$ cat src/rtl/serial_sub64_if.sv
// serial_sub64_if
//   Handshake and data bundle for the bit-serial subtractor.
//   master : drives start/a/b, observes busy/done/diff/zf/sf/of/borrow
//   slave  : the subtractor side (consumes operands, produces results)
//   WIDTH  : operand/result width in bits
interface serial_sub64_if #(
  parameter int WIDTH = 64
);
  logic             start;
  logic [WIDTH-1:0] a;
  logic [WIDTH-1:0] b;
  logic             busy;
  logic             done;
  logic [WIDTH-1:0] diff;
  logic             zf;
  logic             sf;
  logic             of;
  logic             borrow;

  modport master (
    output start, a, b,
    input  busy, done, diff, zf, sf, of, borrow
  );

  modport slave (
    input  start, a, b,
    output busy, done, diff, zf, sf, of, borrow
  );
endinterface

$ cat src/rtl/serial_sub64.sv
// serial_sub64
//   Bit-serial two's-complement subtractor: diff = a - b, one bit per clock,
//   LSB first, through a single full-adder slice fed with ~b and an initial
//   carry of 1. Produces ZF/SF/OF condition-code inputs and an unsigned
//   borrow flag. Runs IDLE -> RUN (WIDTH cycles) -> DONE (one cycle).
// Ports
//   clk        rising-edge clock
//   rst        asynchronous, active-high reset
//   bus.start  request, sampled only in IDLE
//   bus.a/b    minuend/subtrahend, captured on the accepted-start edge
//   bus.busy   high while bits are being processed
//   bus.done   one-cycle pulse, results valid
//   bus.diff   a - b mod 2^WIDTH (holds until the next commit)
//   bus.zf/sf/of/borrow  zero, sign, signed overflow, unsigned a < b
module serial_sub64 #(
  parameter int WIDTH = 64
) (
  input  logic          clk,
  input  logic          rst,
  serial_sub64_if.slave bus
);

  localparam int CW = (WIDTH > 2) ? $clog2(WIDTH) : 1;
  localparam logic [CW-1:0] LAST_BIT = CW'(WIDTH - 1);

  typedef enum logic [1:0] {
    IDLE = 2'd0,
    RUN  = 2'd1,
    DONE = 2'd2
  } state_t;

  // Full-adder sum bit.
  function automatic logic fa_sum(input logic x, input logic y, input logic c);
    return x ^ y ^ c;
  endfunction

  // Full-adder carry: majority of the three inputs.
  function automatic logic fa_carry(input logic x, input logic y, input logic c);
    return (x & y) | (x & c) | (y & c);
  endfunction

  // Subtraction overflows only when the operand signs differ and the
  // result sign disagrees with the minuend sign.
  function automatic logic sub_ovf(input logic a_msb, input logic b_msb,
                                   input logic d_msb);
    return (a_msb != b_msb) && (d_msb != a_msb);
  endfunction

  state_t                  state;
  logic [CW-1:0]           cnt;
  logic                    carry;
  logic                    a_msb_p0;
  logic                    b_msb_p0;
  logic [WIDTH-1:0]        opa_p0;
  logic [WIDTH-1:0]        opb_p0;
  logic [WIDTH-1:0]        res_p1;
  logic                    busy_q;
  logic                    vld_p2;
  logic signed [WIDTH-1:0] diff_p2;
  logic                    zf_p2;
  logic                    sf_p2;
  logic                    of_p2;
  logic                    borrow_p2;

  logic                    sum_bit;
  logic                    carry_nxt;
  logic [WIDTH-1:0]        res_nxt;

  // Stage p0 -> p1: one full-adder slice on the current LSBs. The result
  // register fills from the MSB end so that after WIDTH shifts bit 0 of the
  // difference has arrived at the LSB.
  always_comb begin
    sum_bit   = fa_sum(opa_p0[0], opb_p0[0], carry);
    carry_nxt = fa_carry(opa_p0[0], opb_p0[0], carry);
    res_nxt   = {sum_bit, res_p1[WIDTH-1:1]};
  end

  always_ff @(posedge clk or posedge rst) begin
    if (rst) begin
      state     <= IDLE;
      cnt       <= '0;
      carry     <= 1'b0;
      a_msb_p0  <= 1'b0;
      b_msb_p0  <= 1'b0;
      opa_p0    <= '0;
      opb_p0    <= '0;
      res_p1    <= '0;
      busy_q    <= 1'b0;
      vld_p2    <= 1'b0;
      diff_p2   <= '0;
      zf_p2     <= 1'b0;
      sf_p2     <= 1'b0;
      of_p2     <= 1'b0;
      borrow_p2 <= 1'b0;
    end else begin
      vld_p2 <= 1'b0;
      case (state)
        IDLE: begin
          if (bus.start) begin
            // Stage p0: capture operands; ~b with carry-in 1 gives a + ~b + 1.
            opa_p0   <= bus.a;
            opb_p0   <= ~bus.b;
            a_msb_p0 <= bus.a[WIDTH-1];
            b_msb_p0 <= bus.b[WIDTH-1];
            carry    <= 1'b1;
            cnt      <= '0;
            busy_q   <= 1'b1;
            state    <= RUN;
          end
        end

        RUN: begin
          // Stage p1: accumulate one result bit per edge.
          opa_p0 <= opa_p0 >> 1;
          opb_p0 <= opb_p0 >> 1;
          res_p1 <= res_nxt;
          carry  <= carry_nxt;
          cnt    <= cnt + CW'(1);
          if (cnt == LAST_BIT) begin
            // Stage p2: commit the full word and flags, including this bit.
            diff_p2   <= res_nxt;
            zf_p2     <= (res_nxt == '0);
            sf_p2     <= res_nxt[WIDTH-1];
            of_p2     <= sub_ovf(a_msb_p0, b_msb_p0, res_nxt[WIDTH-1]);
            // Carry-out of a + ~b + 1 is the "no borrow" indication.
            borrow_p2 <= ~carry_nxt;
            busy_q    <= 1'b0;
            vld_p2    <= 1'b1;
            state     <= DONE;
          end
        end

        DONE: begin
          // A start held high here is not queued; it is seen again in IDLE.
          state <= IDLE;
        end

        default: begin
          state <= IDLE;
        end
      endcase
    end
  end

  assign bus.busy   = busy_q;
  assign bus.done   = vld_p2;
  assign bus.diff   = diff_p2;
  assign bus.zf     = zf_p2;
  assign bus.sf     = sf_p2;
  assign bus.of     = of_p2;
  assign bus.borrow = borrow_p2;

endmodule

$ cat src/flat_wrapper.sv
// flat-port wrapper written by rule: the top's interface ports become plain ports
module serial_sub64_flat 
#(
  parameter int WIDTH = 64
)
  (clk, rst, bus_start, bus_a, bus_b, bus_busy, bus_done, bus_diff, bus_zf, bus_sf, bus_of, bus_borrow);
  serial_sub64_if #(.WIDTH(WIDTH)) bus_i ();
  input  logic clk;
  input  logic rst;
  input wire logic [$bits(bus_i.start)-1:0] bus_start;
  input wire logic [$bits(bus_i.a)-1:0] bus_a;
  input wire logic [$bits(bus_i.b)-1:0] bus_b;
  output wire logic [$bits(bus_i.busy)-1:0] bus_busy;
  output wire logic [$bits(bus_i.done)-1:0] bus_done;
  output wire logic [$bits(bus_i.diff)-1:0] bus_diff;
  output wire logic [$bits(bus_i.zf)-1:0] bus_zf;
  output wire logic [$bits(bus_i.sf)-1:0] bus_sf;
  output wire logic [$bits(bus_i.of)-1:0] bus_of;
  output wire logic [$bits(bus_i.borrow)-1:0] bus_borrow;
  assign bus_i.start = bus_start;
  assign bus_i.a = bus_a;
  assign bus_i.b = bus_b;
  assign bus_busy = bus_i.busy;
  assign bus_done = bus_i.done;
  assign bus_diff = bus_i.diff;
  assign bus_zf = bus_i.zf;
  assign bus_sf = bus_i.sf;
  assign bus_of = bus_i.of;
  assign bus_borrow = bus_i.borrow;
  serial_sub64 #(.WIDTH(WIDTH)) u_core (.clk(clk), .rst(rst), .bus(bus_i));
endmodule
$ cat config.mk
export PLATFORM = sky130hd
export DESIGN_NAME = serial_sub64_flat
export DESIGN_NICKNAME = d
export VERILOG_FILES = /design/src/rtl/serial_sub64_if.sv /design/src/rtl/serial_sub64.sv /design/src/flat_wrapper.sv
export SDC_FILE = /design/constraint.sdc
export NUM_CORES = 1
export LEC_CHECK = 0
export ABC_AREA = 1
export CORE_AREA = 2 2 136 151
export DETAILED_ROUTE_END_ITERATION = 10
export DIE_AREA = 0 0 138 153
export GPL_TIMING_DRIVEN = 0
export HOLD_SLACK_MARGIN = 0.08
export PLACE_DENSITY = 0.84
export SYNTH_ARGS = -nofsm -noshare
export SYNTH_HDL_FRONTEND = slang
export SYNTH_SLANG_ARGS = --single-unit
$ cat constraint.sdc
create_clock -name clk -period 28.8 [get_ports clk]
set_input_delay 5.76 -clock clk [delete_from_list [all_inputs] [get_ports clk]]
set_output_delay 5.76 -clock clk [all_outputs]
set_load 0.05 [all_outputs]
; Word-level counts from Yosys, hierarchy flattened
; Index checks and enable logic that the tools add are counted.
[classes]
n_mux = 15
mul = 0
shifts = 0
eq_ne = 6
n_bitwise = 9
order_cmp = 0
n_reduce_logical = 9
add_sub_neg = 1
div = 0
[op_table]
columns = operator, count
row1 = one-hot mux 64 bit (2 select lines), 2
row2 = 2-to-1 mux 64 bit, 2
row3 = zero test 64 bit, 1
row4 = inverter 64 bit, 1
row5 = one-hot mux 6 bit (2 select lines), 1
row6 = AND reduction 2 bit, 4
row7 = adder 6 x 1 -> 6 bit (second input constant), 1
row8 = == test 6 bit (second input constant), 1
row9 = 2-to-1 mux 6 bit, 1
row10 = 2-to-1 mux 1 bit, 4
row11 = 2-to-1 mux 2 bit, 2
row12 = one-hot mux 1 bit (2 select lines), 2
row13 = one-hot mux 2 bit (2 select lines), 1
row14 = AND 1 bit, 3
row15 = AND reduction 3 bit, 1
row16 = == test 2 x 1 -> 1 bit (second input constant), 1
row17 = zero test 2 bit, 1
row18 = != test 1 bit, 2
row19 = != test 2 x 1 -> 1 bit (second input constant), 1
row20 = != test 2 bit (second input constant), 1
row21 = bitwise OR 1 bit, 2
row22 = nonzero test 2 bit, 1
row23 = XOR 1 bit, 2
row24 = logical AND 1 bit, 1
row25 = inverter 1 bit, 1
[totals]
latchBits = 0
reg_bits = 273
inputBits = 131
elab_cells = 55
out_inout_bits = 70
mem_bits_ro = 0
mem_bits_rw = 0
memories = 0

; Longest topological paths before layout
; Gate-level depths: netlist (run 1).
[depth]
ltp_word = 4
mapped_depth = 9
mapped_depth_nobuf = 8

; Worst setup path before layout (run 1)
; OpenSTA, ideal clock, no wires.
[synth_timing]
path_type = register -> output
from = register u_core.bus.sf (netlist name)
to = output bus_diff[63]
arrival_ps = 904
stages_incl_launch_ff = 2
t_required_ps = 23040
slack_ps = 22136
cell_sequence = dfrtp_1 > buf_4
[synth_lines]
columns = item, line
row1 = end: declaration, flat_wrapper.sv:15  ; output wire logic [$bits(bus_i.diff)-1:0] bus_diff;

==> results.sh, run 1 <==
export IMPL_outcome="completed"
export IMPL_crit_required_ns=23.04
export IMPL_rr_startpoint="u_core.state[1]$_DFFE_PP0P_"
export IMPL_firstDrtPassIters=5
export IMPL_io_buffers=200
export IMPL_endpoint_kind="output pin"
export IMPL_drc=0
export IMPL_slowest_stage="clkdlybuf4s50_1"
export IMPL_startpoint_type="flip-flop"
export IMPL_cap_violations=0
export IMPL_clockRootBuffer="clkbuf_16"
export IMPL_grt_usage_pct=25.39
export IMPL_avgSynthCellArea_um2=9.649
export IMPL_io_pins=201
export IMPL_dp_hpwl_um=18600
export IMPL_finalHoldViolations=0
export IMPL_ys_warn_count=0
export IMPL_vias=8804
export IMPL_crit_path_max_incr_delay_ns=0.78
export IMPL_grt_max_degree=124
export IMPL_final_nets=1481
export IMPL_fin_hold_ws_ns=0.4794
export IMPL_drt_vias_per_instance=5.431
export IMPL_path_clk_slew_ns=0.06
export IMPL_post_cts_setup_buffer_count=0
export IMPL_drtIter0Drc=557
export IMPL_arrival_ns=1.79
export IMPL_die_width_um=138
export IMPL_start_util_pct=55.01
export IMPL_syn_inst=1117
export IMPL_async_flop_share_pct=100.0
export IMPL_cts_max_level=1
export IMPL_vdd_drop_max_v=0.00006761
export IMPL_synth_cell_types=29
export IMPL_hold_path_class="reg2reg"
export IMPL_synth_seq_cells=271
export IMPL_power_density_nw_per_um2=94.23
export IMPL_drt_total_wl_um=26830
export IMPL_dp_slack_ns=21.16
export IMPL_die_area_um2=21110
export IMPL_relSlewSlack_pct=53.28
export IMPL_cts_tree="yes"
export IMPL_synthFlopType="dfrtp_1"
export IMPL_rsz0062_at_grt="false"
export IMPL_gp_congestion=0.8274
export IMPL_antenna_found_initial=2
export IMPL_slew_violations=0
export IMPL_postRouteAntennaNets=0
export IMPL_grt_pass1_wl_um=44120
export IMPL_die_y_um=153
export IMPL_path_max_fanout=3
export IMPL_yosys_area_top_type="dfrtp_1"
export IMPL_first_global_vias=9010
export IMPL_core_area_um2=19590
export IMPL_clock_sinks=271
export IMPL_cp_cell_sequence="buf_4, clkdlybuf4s50_1"
export IMPL_setup_ws_ns=21.25
export IMPL_leakage_uw=0.006374
export IMPL_yosysSeqAreaShare_pct=62.92
export IMPL_hold_path_end="u_core.res_p1[34]$_DFFE_PP0P_"
export IMPL_worst_pin_slew_ns=0.7007
export IMPL_clk_latency_ns=0.52
export IMPL_layout_min_cycle_time_ns=7.547
export IMPL_dpl_instance_area_um2=13160
export IMPL_wire_per_inst_um=16.55
export IMPL_finalSetupTns_ns=0
export IMPL_fmax_ghz=0.1325
export IMPL_synth_edff_count=0
export IMPL_synthesis_nets=1250
export IMPL_reg2reg_slack_ns=26.69
export IMPL_reg2reg_to="u_core.res_p1[62]$_DFFE_PP0P_"
export IMPL_cts_buffers_inserted=27
export IMPL_postCtsHoldBufs=0
export IMPL_fp_row_count=54
export IMPL_path_class="reg2out"
export IMPL_final_area_um2=14140
export IMPL_cts_resized_gates=0
export IMPL_skew_ns=0.005467
export IMPL_syn_to_final_growth_pct=31.18
export IMPL_layout_drive_gt1_share_pct=6.140
export IMPL_startpoint="u_core.bus.sf$_DFFE_PP0P_"
export IMPL_clk_path_buf_depth=3
export IMPL_reg2regPathDepth=4
export IMPL_min_path_cells=2
export IMPL_setup_violations=0
export IMPL_synth_area_leaders="dfrtp_1 (63%), nand2_1 (11%), a22oi_1 (5.7%), o21ai_0 (5.3%), o21ai_1 (3.1%)"
export IMPL_synth_top_area_share_pct=62.92
export IMPL_syn_cell_area_um2=10780
export IMPL_min_delay_start="u_core.res_p1[35]$_DFFE_PP0P_"
export IMPL_gr_total_overflow=0
export IMPL_period_share_pct=26.20
[stage by stage]
stage | utilization (%) | std cells | total power, uW
final | 72.16 | 1621 | 1332
after global routing | 72.16 | 1621 | 1415
after CTS | 72.15 | 1620 | 1341
after detailed placement | 67.15 | 1571 | 955.9
after global placement | 66.83 | 1569 | 934.8
after floorplan | - | 1117 | 823.9
[worst max path at each step]
| stage | end | slack (ns) | cells after the start |
|---|---|---|---|
| floorplan | u_core.a_msb_p0$_DFFE_PP0P_ | 15.57 | 1 |
| global route | bus_diff[63] | 21.22 | 2 |
| global placement | u_core.bus.diff[44]$_DFFE_PP0P_ | 12.59 | 2 |
| CTS | bus_diff[63] | 21.23 | 2 |
| detailed placement | u_core.opa_p0[3]$_DFFE_PP0P_ | 21.16 | 7 |
| finish | bus_diff[63] | 21.25 | 2 |
[synth_stat cells (2+ instances only)]
cell      number
clkbuf_1      37
buf_1          4
o21ai_1       67
dfrtp_1      271
inv_2          4
nand3_1       18
buf_2         27
inv_1         89
o211ai_1      11
nand4_1        2
o21ai_0      114
nor2_1        47
nand2_1      309
o221ai_1      21
a22oi_1       82
[cell families (layout without fill, tap and decap cells)]
logic type                 Yosys count  after routing  share of synthesized area, %
AOI/OAI and AO/OA                  300            300                         16.91
adders and majority gates            2              2                        0.3018
buffers and inverters              163            414                         6.095
DFF                                271            271                         62.92
muxes                                1              1                       0.09288
other                                0              1                             0
and+or+nand+nor                    380            380                         13.68
[power by group]
part	internal [uW]	leakage, uW	switching (uW)
Sequential	496	0.00358	68.1
Clock	235	0.000471	144
Combinational	149	0.00232	241
[worst max-delay path: cells and delay by family (launching register included)]
kind / cells / cell delay, ns
flip-flops: 1 / 0.37
buffers and inverters: 2 / 0.89
[state kept, by name (all words and copies together), names as in the netlist, 2 cells and up]
name,cells
u_core.opb_p0,64
u_core.bus.diff,63
u_core.res_p1,63
u_core.cnt,6
u_core.state,2
u_core.opa_p0,64
[cell usage in the layout (no fill, tap or decap), drive strengths merged]
cell type and count:
a21oi 1, a22o 1, a22oi 82, a31oi 1, buf 35, bufinv 5, clkbuf 75, clkdlybuf4s50 200
clkinv 3, clkinvlp 3, dfrtp 271, diode 1, fa 1, ha 1, inv 93, mux2i 1
nand2 309, nand3 18, nand4 3, nor2 48, nor3 1, o211ai 11, o21ai 181, o221ai 21
o22a 1, o22ai 1, or2 1
[layout make-up]
class / instances / area, um2
antenna: 1 / 2.502
buffer: 70 / 307.8
clock buffer: 38 / 787.0
clock inverter: 11 / 191.4
fill: 1451 / 5455
inverter: 93 / 356.6
multi-input combinational: 683 / 3339
sequential: 271 / 6782
tap: 252 / 315.3
timing repair buffer: 202 / 2057
[metal layers]
layer / global-route usage (%) / vias to the layer above / share of wire, %
met5: 0 / - / 0
met4: 8.260 / 0 / 2.9
met3: 5.044 / 57 / 6.0
met2: 43.54 / 277 / 50
met1: 32.77 / 4299 / 41
li1: - / 4171 / -
(Power assumes the default switching activity.)
==> inputs of run 2 (changes only) <==
--- a/config.mk
+++ b/config.mk
@@ -6,12 +6,12 @@
 export NUM_CORES = 1
 export LEC_CHECK = 0
 export ABC_AREA = 1
-export CORE_AREA = 2 2 136 151
+export CORE_AREA = 2 2 141 156
 export DETAILED_ROUTE_END_ITERATION = 10
-export DIE_AREA = 0 0 138 153
+export DIE_AREA = 0 0 143 158
 export GPL_TIMING_DRIVEN = 0
 export HOLD_SLACK_MARGIN = 0.08
-export PLACE_DENSITY = 0.84
+export PLACE_DENSITY = 0.79
 export SYNTH_ARGS = -nofsm -noshare
 export SYNTH_HDL_FRONTEND = slang
 export SYNTH_SLANG_ARGS = --single-unit
==> constraint.sdc (replaced) <==
create_clock -name clk -period 7.7 [get_ports clk]
set_input_delay 1.54 -clock clk [delete_from_list [all_inputs] [get_ports clk]]
set_output_delay 1.54 -clock clk [all_outputs]
set_load 0.05 [all_outputs]
==> run 2 against run 1 <==
Via count is 0.11% lower. Flip-flop and latch count stayed put. Worst setup slack worse by 17 ns. Routed wire length is 1.1% higher. Count of clock-buffer cells in the layout stayed put. Sequential share of layout area is 0.064 points higher. Power grew to 3.6 times the previous value. Sequential power grew to 3.7 times the previous value. Die area is 7.0% higher. Clock skew is 0.0013 ns higher. Non-clock buffer count is 5 higher. Design area is 0.13% lower. Critical path type unchanged. Largest cell class unchanged. Largest power group unchanged. Highest routed layer unchanged.
==> results.sh, run 2 (synthesized netlist as in run 1, its figures left out) <==
export IMPL_io_pins=201
export IMPL_setup_violations=0
export IMPL_cp_num_cells=2
export IMPL_wire_per_inst_um=16.31
export IMPL_drt_vias_per_instance=5.291
export IMPL_grt_max_degree=44
export IMPL_syn_to_final_growth_pct=31.01
export IMPL_cts_resized_gates=0
export IMPL_reg2reg_slack_ns=5.62
export IMPL_period_share_pct=42.87
export IMPL_path_max_fanout=3
export IMPL_first_global_vias=8990
export IMPL_path_clk_slew_ns=0.06
export IMPL_cp_cell_sequence="buf_4, clkdlybuf4s50_1"
export IMPL_die_y_um=158
export IMPL_layout_min_cycle_time_ns=3.301
export IMPL_postRouteAntennaNets=0
export IMPL_crit_end="bus_diff[63]"
export IMPL_arrival_ns=1.76
export IMPL_reg_top3="u_core.opa_p0: 64 flops, u_core.opb_p0: 64 flops"
export IMPL_worstPathBufferInverterCount=2
export IMPL_reg2reg_to="u_core.bus.diff[26]$_DFFE_PP0P_"
export IMPL_outcome="completed"
export IMPL_startpoint="u_core.bus.sf$_DFFE_PP0P_"
export IMPL_antenna_found_initial=0
export IMPL_postCtsHoldBufs=0
export IMPL_cap_violations=0
export IMPL_crit_path_max_incr_delay_ns=0.78
export IMPL_layout_drive_gt1_share_pct=6.341
export IMPL_drt_total_wl_um=27110
export IMPL_skew_ns=0.006743
export IMPL_slew_violations=0
export IMPL_power_uw=4812
export IMPL_path_class="reg2out"
export IMPL_firstDrtPassIters=5
export IMPL_hold_path_class="reg2reg"
export IMPL_grt_pass1_wl_um=44080
export IMPL_drc=0
export IMPL_finalHoldViolations=0
export IMPL_cts_tree="yes"
export IMPL_finalSetupTns_ns=0
export IMPL_start_util_pct=51.10
export IMPL_clk_path_buf_depth=3
export IMPL_slowest_stage="clkdlybuf4s50_1"
export IMPL_post_cts_setup_buffer_count=0
export IMPL_endpoint_kind="output pin"
export IMPL_final_nets=1486
export IMPL_core_area_um2=21090
export IMPL_vias=8794
export IMPL_gp_congestion=0.8019
export IMPL_drtIter0Drc=588
export IMPL_io_buffers=200
export IMPL_most_common_layout_cells="nand2_1 (309), dfrtp_1 (271), clkdlybuf4s50_1 (200)"
export IMPL_grt_usage_pct=24.46
export IMPL_dp_hpwl_um=19160
export IMPL_reg2regPathDepth=8
export IMPL_power_density_nw_per_um2=340.8
export IMPL_startpoint_type="flip-flop"
export IMPL_crit_required_ns=6.16
export IMPL_vdd_drop_max_v=0.0002048
export IMPL_cts_buffers_inserted=27
export IMPL_fmax_ghz=0.3030
export IMPL_insertedDiodeCount=0
export IMPL_worst_pin_slew_ns=0.6973
export IMPL_cts_max_level=1
export IMPL_die_width_um=143
export IMPL_mostFrequentLayoutCell="nand2_1"
export IMPL_clockRootBuffer="clkbuf_16"
export IMPL_cp_top_family="buffers and inverters"
export IMPL_rr_startpoint="u_core.cnt[0]$_DFFE_PP0P_"
export IMPL_fillers=1650
export IMPL_gr_total_overflow=0
export IMPL_die_area_um2=22590
export IMPL_clk_latency_ns=0.52
export IMPL_relSlewSlack_pct=53.51
export IMPL_clock_sinks=271
export IMPL_rsz0062_at_grt="false"
export IMPL_leakage_uw=0.006355
export IMPL_fp_row_count=56
[run 2: changes by cell type in the layout (fill, tap and decap cells not counted), moves of 2 or more]
cell and change:
buf_16 -2, clkinv_2 +6, bufinv_16 -5, buf_12 +7
[run 2: power by group]
part | leakage, uW | switching (uW) | internal (uW)
Clock | 0.000418 | 537 | 701
Combinational | 0.00235 | 908 | 560
Sequential | 0.00358 | 253 | 1850
[run 2: worst reg2reg max path: stages, from the launching register on]
cell,delay [ns]
dfrtp_1,0.40
ha_1,0.19
nand2_1,0.08
nor2_1,0.21
nand4_2,0.37
buf_2,0.34
buf_2,0.20
nand2_1,0.09
o21ai_1,0.07
[run 2: area by class of cell]
class	count	area (um2)	area share, %
clock inverter	10	56.30	0.3988
inverter	93	352.8	2.499
tap	290	362.8	2.570
timing repair buffer	207	2142	15.17
sequential	271	6782	48.03
clock buffer	38	777.0	5.503
multi-input combinational	683	3339	23.65
buffer	70	307.8	2.180
[run 2: worst min path at each step]
stage,to,startpoint,depth (start not counted),slack (ns)
4_1_cts,u_core.res_p1[34]$_DFFE_PP0P_,u_core.res_p1[35]$_DFFE_PP0P_,2,0.48
6_report,u_core.res_p1[34]$_DFFE_PP0P_,u_core.res_p1[35]$_DFFE_PP0P_,2,0.47
3_5_place_dp,u_core.opa_p0[26]$_DFFE_PP0P_,u_core.opa_p0[26]$_DFFE_PP0P_,2,0.47
3_3_place_gp,u_core.res_p1[34]$_DFFE_PP0P_,u_core.res_p1[35]$_DFFE_PP0P_,2,0.46
2_1_floorplan,u_core.opa_p0[10]$_DFFE_PP0P_,u_core.opa_p0[10]$_DFFE_PP0P_,2,0.45
5_1_grt,u_core.bus.diff[35]$_DFFE_PP0P_,u_core.bus.diff[35]$_DFFE_PP0P_,2,0.50
[run 2: routing by layer]
metal / routed length [um] / vias to the layer above / GRT usage [%]
li1: - / 4190 / -
met3: 1402 / 53 / 4.144
met1: 11720 / 4314 / 32.33
met2: 13320 / 237 / 41.31
met4: 663 / 0 / 8.109
met5: 0 / - / 0
[run 2: metrics by stage]
step / area (um2) / hold slack, ns / std cells / worst slack (ns) / utilization [%]
CTS: 14120 / 0.4833 / 1662 / 4.371 / 66.95
floorplan: 10780 / 0.4500 / 1117 / 2.579 / -
global placement: 13150 / 0.4590 / 1607 / 0.6927 / 62.33
finish: 14120 / 0.4700 / 1662 / 4.399 / 66.95
global route: 14120 / 0.5015 / 1662 / 4.337 / 66.95
detailed placement: 13290 / 0.4663 / 1614 / 4.057 / 63.00
==> inputs of run 3 (changes only) <==
--- a/config.mk
+++ b/config.mk
@@ -6,12 +6,12 @@
 export NUM_CORES = 1
 export LEC_CHECK = 0
 export ABC_AREA = 1
-export CORE_AREA = 2 2 141 156
+export CORE_AREA = 2 2 148 164
 export DETAILED_ROUTE_END_ITERATION = 10
-export DIE_AREA = 0 0 143 158
+export DIE_AREA = 0 0 150 166
 export GPL_TIMING_DRIVEN = 0
 export HOLD_SLACK_MARGIN = 0.08
-export PLACE_DENSITY = 0.79
+export PLACE_DENSITY = 0.75
 export SYNTH_ARGS = -nofsm -noshare
 export SYNTH_HDL_FRONTEND = slang
 export SYNTH_SLANG_ARGS = --single-unit
==> constraint.sdc (replaced) <==
create_clock -name clk -period 2.7 [get_ports clk]
set_input_delay 0.54 -clock clk [delete_from_list [all_inputs] [get_ports clk]]
set_output_delay 0.54 -clock clk [all_outputs]
set_load 0.05 [all_outputs]
==> run 3 against run 2 <==
Flip-flop and latch count did not move. Highest routed layer unchanged. First-iteration DRC count fell by 7.7%. Power rose to 2.9 times the previous value. Clock power rose to 2.9 times the previous value. Sequential share of layout area fell by 0.051 points. Non-clock buffer count fell by 1. Worst hold slack improved by 0.00081 ns. Register-to-register slack got worse by 5.0 ns. Die area rose by 10%. Critical path depth did not move. Final cell count rose by 0.78%.
==> results.sh, run 3 (synthesized netlist as in run 1, its figures left out) <==
export IMPL_outcome="completed"
export IMPL_post_cts_setup_buffer_count=0
export IMPL_power_density_nw_per_um2=973.0
export IMPL_most_common_layout_cells="nand2_1 (309), dfrtp_1 (271), clkdlybuf4s50_1 (200)"
export IMPL_cts_resized_gates=0
export IMPL_cap_violations=0
export IMPL_grt_pass1_wl_um=45370
export IMPL_drtIter0Drc=543
export IMPL_period_share_pct=85.60
export IMPL_wl_met1_um=11660
export IMPL_rr_startpoint="u_core.state[1]$_DFFE_PP0P_"
export IMPL_final_nets=1485
export IMPL_leakage_uw=0.006348
export IMPL_crit_path_max_incr_delay_ns=0.78
export IMPL_postCtsHoldBufs=0
export IMPL_fp_row_count=59
export IMPL_rsz0062_at_grt="false"
export IMPL_grt_max_degree=44
export IMPL_clk_path_buf_depth=3
export IMPL_antenna_found_initial=0
export IMPL_setup_ws_ns=0.3888
export IMPL_drc=0
export IMPL_dpl_instance_area_um2=13290
export IMPL_first_global_vias=9033
export IMPL_vdd_drop_max_v=0.0005255
export IMPL_mostFrequentLayoutCell="nand2_1"
export IMPL_io_buffers=200
export IMPL_slowest_stage="clkdlybuf4s50_1"
export IMPL_clockRootBuffer="clkbuf_16"
export IMPL_worst_pin_slew_ns=0.7150
export IMPL_cp_cell_sequence="buf_4, clkdlybuf4s50_1"
export IMPL_startpoint_type="flip-flop"
export IMPL_power_uw=13750
export IMPL_grt_usage_pct=22.55
export IMPL_relSlewSlack_pct=52.33
export IMPL_dp_slack_ns=0.3075
export IMPL_path_class="reg2out"
export IMPL_reg_top3="u_core.opa_p0: 64 flops, u_core.opb_p0: 64 flops"
export IMPL_skew_ns=0.01532
export IMPL_firstDrtPassIters=5
export IMPL_layout_min_cycle_time_ns=2.311
export IMPL_die_y_um=166
export IMPL_gr_total_overflow=0
export IMPL_path_clk_slew_ns=0.06
export IMPL_gp_congestion=0.8460
export IMPL_crit_required_ns=2.16
export IMPL_cts_buffers_inserted=27
export IMPL_cts_tree="yes"
export IMPL_insertedDiodeCount=0
export IMPL_drt_total_wl_um=27440
export IMPL_reg2reg_slack_ns=0.58
export IMPL_postRouteAntennaNets=0
export IMPL_reg2reg_to="u_core.opa_p0[4]$_DFFE_PP0P_"
export IMPL_core_area_um2=23330
export IMPL_wl_met3_um=1460
export IMPL_wire_per_inst_um=16.38
export IMPL_cts_max_level=1
export IMPL_final_area_um2=14130
export IMPL_drt_vias_per_instance=5.244
export IMPL_fmax_ghz=0.4327
export IMPL_path_max_fanout=3
export IMPL_die_width_um=150
export IMPL_layout_drive_gt1_share_pct=6.131
export IMPL_setup_violations=0
export IMPL_start_util_pct=46.20
export IMPL_die_area_um2=24900
export IMPL_io_pins=201
export IMPL_highest_layer="met4"
export IMPL_clock_sinks=271
export IMPL_clk_latency_ns=0.53
export IMPL_vias=8783
export IMPL_hold_path_class="in2async"
export IMPL_slew_violations=0
export IMPL_endpoint_kind="output pin"
export IMPL_dp_hpwl_um=19520
export IMPL_met2_wirelength_um=13780
export IMPL_reg2regPathDepth=5
export IMPL_syn_to_final_growth_pct=31.15
export IMPL_arrival_ns=1.77
export IMPL_finalHoldViolations=0
-- run 3: layer usage --
| metal | global-route usage (%) | vias to the layer above |
|---|---|---|
| met5 | 0 | - |
| li1 | - | 4192 |
| met1 | 30.34 | 4294 |
| met4 | 5.619 | 0 |
| met2 | 38.36 | 259 |
| met3 | 3.516 | 38 |
-- run 3: worst max path at each step --
stage,startpoint,to,depth (start not counted)
floorplan,rst,u_core.a_msb_p0$_DFFE_PP0P_,1
global placement,rst,u_core.opa_p0[28]$_DFFE_PP0P_,2
detailed placement,bus_start,u_core.opa_p0[53]$_DFFE_PP0P_,7
CTS,u_core.bus.sf$_DFFE_PP0P_,bus_diff[63],2
global route,u_core.bus.sf$_DFFE_PP0P_,bus_diff[63],2
finish,u_core.bus.sf$_DFFE_PP0P_,bus_diff[63],2
-- run 3: area by class of cell --
cell class                 count  area [um2]
clock inverter                 5       27.53
clock buffer                  42       822.0
sequential                   271        6782
multi-input combinational    683        3339
fill                        1986        9193
tap                          305       381.6
timing repair buffer         206        2122
buffer                        70       307.8
inverter                      93       352.8
-- run 3: per-stage QoR --
stage | setup TNS, ns | instances | utilization [%] | hold WS (ns)
CTS | 0 | 1675 | 60.59 | 0.4751
detailed placement | 0 | 1628 | 56.95 | 0.4678
global route | 0 | 1675 | 60.59 | 0.5061
finish | 0 | 1675 | 60.59 | 0.4708
global placement | -884.92 | 1622 | 56.44 | 0.4602
floorplan | -385.21 | 1117 | - | 0.4500
-- run 3: report_power, final --
part	leakage (uW)	internal [uW]	switching [uW]
clock	0.000420	2070	1510
combinational	0.00234	1590	2570
sequential	0.00358	5290	727
total	0.00635	8950	4800
-- run 3: critical path: cells and delay by family (launching register included) --
kind | cells | cell delay, ns
flip-flops | 1 | 0.37
buffers and inverters | 2 | 0.89
